**config.mk**
```make
export PLATFORM = sky130hd
export DESIGN_NAME = edge_detector_bank
export DESIGN_NICKNAME = d
export VERILOG_FILES = /design/src/rtl/edge_detector_bank.sv
export SDC_FILE = /design/constraint.sdc
export NUM_CORES = 1
export LEC_CHECK = 0
export BUFFER_PORTS_ARGS = -buffer_cell sky130_fd_sc_hd__buf_2
export CAP_MARGIN = 20
export CORE_ASPECT_RATIO = 0.75
export CORE_MARGIN = 2
export CORE_UTILIZATION = 29
export DETAILED_ROUTE_END_ITERATION = 7
export PLACE_DENSITY_LB_ADDON = 0.15
export RECOVER_POWER = 100
export SLEW_MARGIN = 5
export SYNTH_ARGS = -nofsm -noshare
export SYNTH_HDL_FRONTEND = slang
export SYNTH_SLANG_ARGS = --single-unit
export TNS_END_PERCENT = 1
```
**constraint.sdc**
```tcl
create_clock -name clock_i -period 1 [get_ports clock_i]
set_clock_uncertainty 0.15 [all_clocks]
set_input_delay 0 -clock clock_i [delete_from_list [all_inputs] [get_ports clock_i]]
set_output_delay 0 -clock clock_i [all_outputs]
set_load 0.02 [all_outputs]
```
**src/rtl/edge_detector_bank.sv**
```systemverilog
// edge_detector_bank: multi-channel synchroniser, optional debounce, mode-gated edge pulses and sticky pending flags.
// Define EDGE_BANK_DEBOUNCE_EN to build the per-channel debounce counters.
module edge_detector_bank #(
    parameter int CHANNELS        = 4,
    parameter int SYNC_STAGES     = 2,
    parameter int DEBOUNCE_CYCLES = 16
) (
    input  logic                    clock_i,
    input  logic                    reset_i,
    input  logic                    enable_i,
    input  logic [CHANNELS-1:0]     signal_i,
    input  logic [2*CHANNELS-1:0]   mode_i,
    input  logic [CHANNELS-1:0]     clear_i,
    output logic [CHANNELS-1:0]     level_o,
    output logic [CHANNELS-1:0]     rising_o,
    output logic [CHANNELS-1:0]     falling_o,
    output logic [CHANNELS-1:0]     event_o,
    output logic [CHANNELS-1:0]     pending_o,
    output logic                    any_pending_o
);
    localparam int CW = $clog2(DEBOUNCE_CYCLES + 1);

    if (CHANNELS < 1 || SYNC_STAGES < 2 || DEBOUNCE_CYCLES < 1) begin : g_bad_params
        $error("edge_detector_bank: invalid parameters");
    end

    logic [SYNC_STAGES*CHANNELS-1:0] chain_q;
    logic [CHANNELS-1:0] sync, level_q, rising_q, falling_q, pending_q;
    logic [CHANNELS-1:0] accept, rise_d, fall_d, mode_rise, mode_fall;

    assign sync = chain_q[SYNC_STAGES*CHANNELS-1 -: CHANNELS];

    for (genvar c = 0; c < CHANNELS; c++) begin : g_ch
        assign mode_rise[c] = mode_i[2*c];
        assign mode_fall[c] = mode_i[2*c+1];
`ifdef EDGE_BANK_DEBOUNCE_EN
        logic [CW-1:0] cnt_q;
        always_ff @(posedge clock_i) begin
            if (reset_i || !enable_i || sync[c] == level_q[c] || accept[c])
                cnt_q <= '0;
            else
                cnt_q <= cnt_q + CW'(1);
        end
        assign accept[c] = enable_i && sync[c] != level_q[c] && cnt_q == CW'(DEBOUNCE_CYCLES - 1);
`else
        assign accept[c] = enable_i && sync[c] != level_q[c];
`endif
    end

    assign rise_d = accept & sync & mode_rise;
    assign fall_d = accept & ~sync & mode_fall;

    always_ff @(posedge clock_i) begin
        if (reset_i) begin
            chain_q   <= '0;
            level_q   <= '0;
            rising_q  <= '0;
            falling_q <= '0;
            pending_q <= '0;
        end else begin
            chain_q   <= {chain_q[(SYNC_STAGES-1)*CHANNELS-1:0], signal_i};
            level_q   <= enable_i ? level_q ^ accept : sync;
            rising_q  <= rise_d;
            falling_q <= fall_d;
            // an event still showing on event_o also outlasts a same-cycle clear
            pending_q <= (pending_q & ~clear_i) | rise_d | fall_d | rising_q | falling_q;
        end
    end

    assign level_o       = level_q;
    assign rising_o      = rising_q;
    assign falling_o     = falling_q;
    assign event_o       = rising_q | falling_q;
    assign pending_o     = pending_q;
    assign any_pending_o = |pending_q;
endmodule

```
* Yosys cells after proc, flatten, opt, wreduce, memory -nomap -nowiden
Index checks and enable logic that the tools add are counted.
Word-level totals: register bits 24, input bits 19
Cells by class: eq/ne operators 4, multiplexer cells 1, bitwise operators 13, reduce and logical (&&, ||, !) cells 5
Operators by type and width (count):
- $and A4 B4 Y4 | 5
- $or A4 B4 Y4 | 5
- $not A4 Y4 | 2
- $logic_and A1 B1 Y1 | 4
- $mux W4 | 1
- $ne A1 B1 Y1 | 4
- $reduce_or A4 Y1 | 1
- $xor A4 B4 Y4 | 1

* Logic depth before layout (Yosys ltp)
word-level depth 8, gate-level depth with buffers 3, depth with buffers taken out 3

* Least setup slack after synthesis
Ideal clock, no wire load.
path kind register -> register, from register falling_q[0], in the netlist falling_o[0], to register pending_q[0], in the netlist pending_o[0], library setup time 120 ps, arrival time 915 ps, data required time 730 ps, setup slack -185 ps, cell stages (with the launch flop) 4, period minus slack after synthesis 1185 ps, cells stage by stage dfxtp_1 -> or2_2 -> a21oi_1 -> a21oi_1
Between the ends: word-level cells in the longest chain between the ends 1
RTL lines:
- from (decl) | RTL line 28 | logic [CHANNELS-1:0] sync, level_q, rising_q, falling_q, pending_q;
- from (signal assigned) | RTL line 64 | falling_q <= fall_d;
- $or A4 B4 Y4 | RTL line 66 | pending_q <= (pending_q & ~clear_i) | rise_d | fall_d | rising_q | falling_q;
- to (signal assigned) | RTL line 66
- to (decl) | RTL line 28
Every way passes these cells. A chain may end at the register's enable or synchronous reset.

* Final worst setup path
from register pending_q[3], in the netlist pending_o[3], to output any_pending_o
Between the ends: word-level cells in the longest chain between the ends 1
RTL lines:
- $reduce_or A4 Y1 | RTL line 75 | assign any_pending_o = |pending_q;
- to (decl) | RTL line 19 | output logic any_pending_o
Every way passes these cells.

==> out/qor.yml <==
run_status:
  status: "finished with violations"
  violations: "negative setup slack"
detailed_routing:
  drc: 0
  routedWlPerCell_um: 10.2
  vias: 715
  drt.antenna.violating_nets: 0
  viasPerCell: 4.04
  wirelength_mm: 1.81
  drt_iter0_markers: 1
  firstDrtPassIters: 2
clock_network:
  cts_buffers: 3
  htreeDepth: 1
  cts.sinks: 24
  clock_path_buffers: 2
  cts-root-buf: "clkbuf_4"
  cts_tree: "built"
  clk_latency_ns: 0.30
  clkTransAtPathRegs_ns: 0.12
grt:
  grt_pass1_vias: 684
  grt_usage: 0.120
  antenna_found_initial: 0
  grt_overflow_total: 0
  grt_max_degree: 17
  grt_pass1_wl_mm: 2.90
timing:
  finalCriticalPeriod_ns: 1.47
  rsz0062_at_grt: "yes"
  hold_violations: 0
  holdWs_ns: 0.284
  relSlewSlack: 0.812
  fin_crit_sh: 1.47
  worst_pin_slew_ns: 0.282
  fin_ws_ns: -0.467
  fmax_mhz: 682
  drv_slew: 0
  setup_viol: 13
layout:
  n_fill_cell: 232
  n_antenna_cell: 0
  nets: 161
  drive_gt1_frac: 0.553
  area_growth_pct: 80.3
worst_setup_path:
  cpMaxStageDelayCell: "or4_4"
  critPathTopFamily: "simple AND/OR/NAND/NOR gates"
  crit_path_max_incr_delay_ns: 0.53
  cp_num_buf_inv: 1
  arrival_ns: 1.32
  reg2reg_slack_ns: -0.08
  cp-end-kind: "output pin"
  crit_type: "register to output pin"
  worst-path-max-fanout: 2
  path_depth: 2
  cp-start-kind: "register"
  crit_chain: "or4_4, buf_6"
  worstPathRequired_ns: 0.85
  ff2ff_path_depth: 3
synth:
  syn_nets: 95
  synth_top_area_frac: 0.609
  synth_seq_cells: 24
  synth_area_um2: 790
  synth_cell_type_count: 11
  ys_seq_area_frac: 0.609
  ys_warn_count: 0
  yosysTopAreaCell: "dfxtp_1"
  syn_avg_cell_area_um2: 10.4
  netlist_instances: 76
  synthTopCellsByArea: "dfxtp_1 (61%), nor2b_1 (9.5%), nand3b_1 (7.6%)"
min_path:
  hold_class: "primary input to register"
  whs_path_depth: 3
floorplan:
  io-pin-count: 40
  die_y_um: 49.2
  rows: 16
  die_w_um: 64.3
  die_area_um2: 3160
  start_util: 0.303
  core_area_um2: 2600
placement:
  portBuffers: 39
  post-place-ws_ns: -0.139
  dp_hpwl_mm: 1.22
  gp_congestion: 0.678
power:
  power.leakage_nw: 0.640
  p_per_area_nw_per_um2: 1210
  power_mw: 1.72
  vdd_ir_drop_max_v: 0.000693
run:
  drv_cap: 0
==> final cells by class <==
class,instances,area (um^2),share of cell area
flip-flops and latches,24,505,0.355
inverters,4,15.0,0.0105
multi-input cells,46,324,0.228
well taps,36,45.0,0.0316
clock buffers,4,36.3,0.0255
repair buffers,63,498,0.350
==> worst paths after layout <==
path	start	endpoint
hold reg to reg	chain_q[1]$_SDFF_PP0_	chain_q[5]$_SDFF_PP0_
hold / removal	signal_i[0]	chain_q[0]$_SDFF_PP0_
setup reg to reg	falling_o[0]$_SDFF_PP0_	pending_o[0]$_SDFF_PP0_
setup / recovery	pending_o[3]$_SDFF_PP0_	any_pending_o
==> cell families after synthesis <==
family	after synthesis	share of synthesized area
DFF	24	0.609
AOI/OAI and AO/OA	12	0.101
and+or+nand+nor	34	0.258
buffers and inverters	6	0.0317
==> cell usage in the layout, fill, tap and decap left out <==
master / netlist / layout
clkbuf_2: 0 / 4
nand3b_1: 8 / 8
dfxtp_1: 24 / 4
clkbuf_1: 0 / 1
nor2_1: 8 / 8
clkbuf_8: 0 / 1
buf_6: 0 / 13
nand2b_1: 1 / 1
buf_4: 0 / 4
clkbuf_4: 0 / 4
or2_4: 0 / 4
a21oi_1: 8 / 3
buf_2: 2 / 22
or4_4: 0 / 1
inv_1: 4 / 4
a21bo_1: 4 / 4
dlygate4sd3_1: 0 / 18
a21oi_4: 0 / 1
nor2b_1: 12 / 12
dfxtp_2: 0 / 20
a21oi_2: 0 / 4
==> routing by layer <==
| layer | routed length [um] | vias up | track usage |
|---|---|---|---|
| met2 | 923 | 24 | 0.220 |
| met5 | 0 | - | 0 |
| met4 | 15 | 0 | 0.0319 |
| li1 | - | 380 | - |
| met1 | 768 | 309 | 0.131 |
| met3 | 98 | 2 | 0.0416 |
==> state kept, by name (all words and copies together) (netlist names) <==
name	flops
level_o	4
pending_o	4
rising_o	4
falling_o	4
chain_q	8
==> synthesized netlist by cell type (all sizes together) <==
library cell / number
nand3b: 8
dfxtp: 24
nor2b: 12
nor2: 8
a21bo: 4
or2: 4
inv: 4
nand2b: 1
or4: 1
a21oi: 8
buf: 2
==> through the flow <==
step	setup TNS (ns)	instance area (um^2)	std cells	utilization
after CTS	-1.71	1360	177	0.524
after detailed placement	-0.282	1090	155	0.420
after global routing	-2.17	1420	177	0.547
after floorplan	-0.337	818	76	-
final	-1.51	1420	177	0.547
after global placement	-0.256	1090	155	0.420
==> where the power goes <==
part	leakage, nW	internal (mW)	switching (mW)
clock network	0.0210	0.222	0.263
logic	0.414	0.146	0.0908
registers	0.205	0.986	0.0128
==> worst reg2reg max path: stages (launching register included) <==
cell and delay, ns:
dfxtp_2 0.34, or2_4 0.25, a21oi_1 0.16, a21oi_2 0.08
==> repair_timing <==
item,in CTS,in global routing
resized for setup,19,20
hold buffers,18,0
pin swaps,3,3
buffers inserted,0,0
setup endpoints to repair,13,17
hold endpoints to repair,24,0
Note: power is estimated with default switching activity, not from simulation.
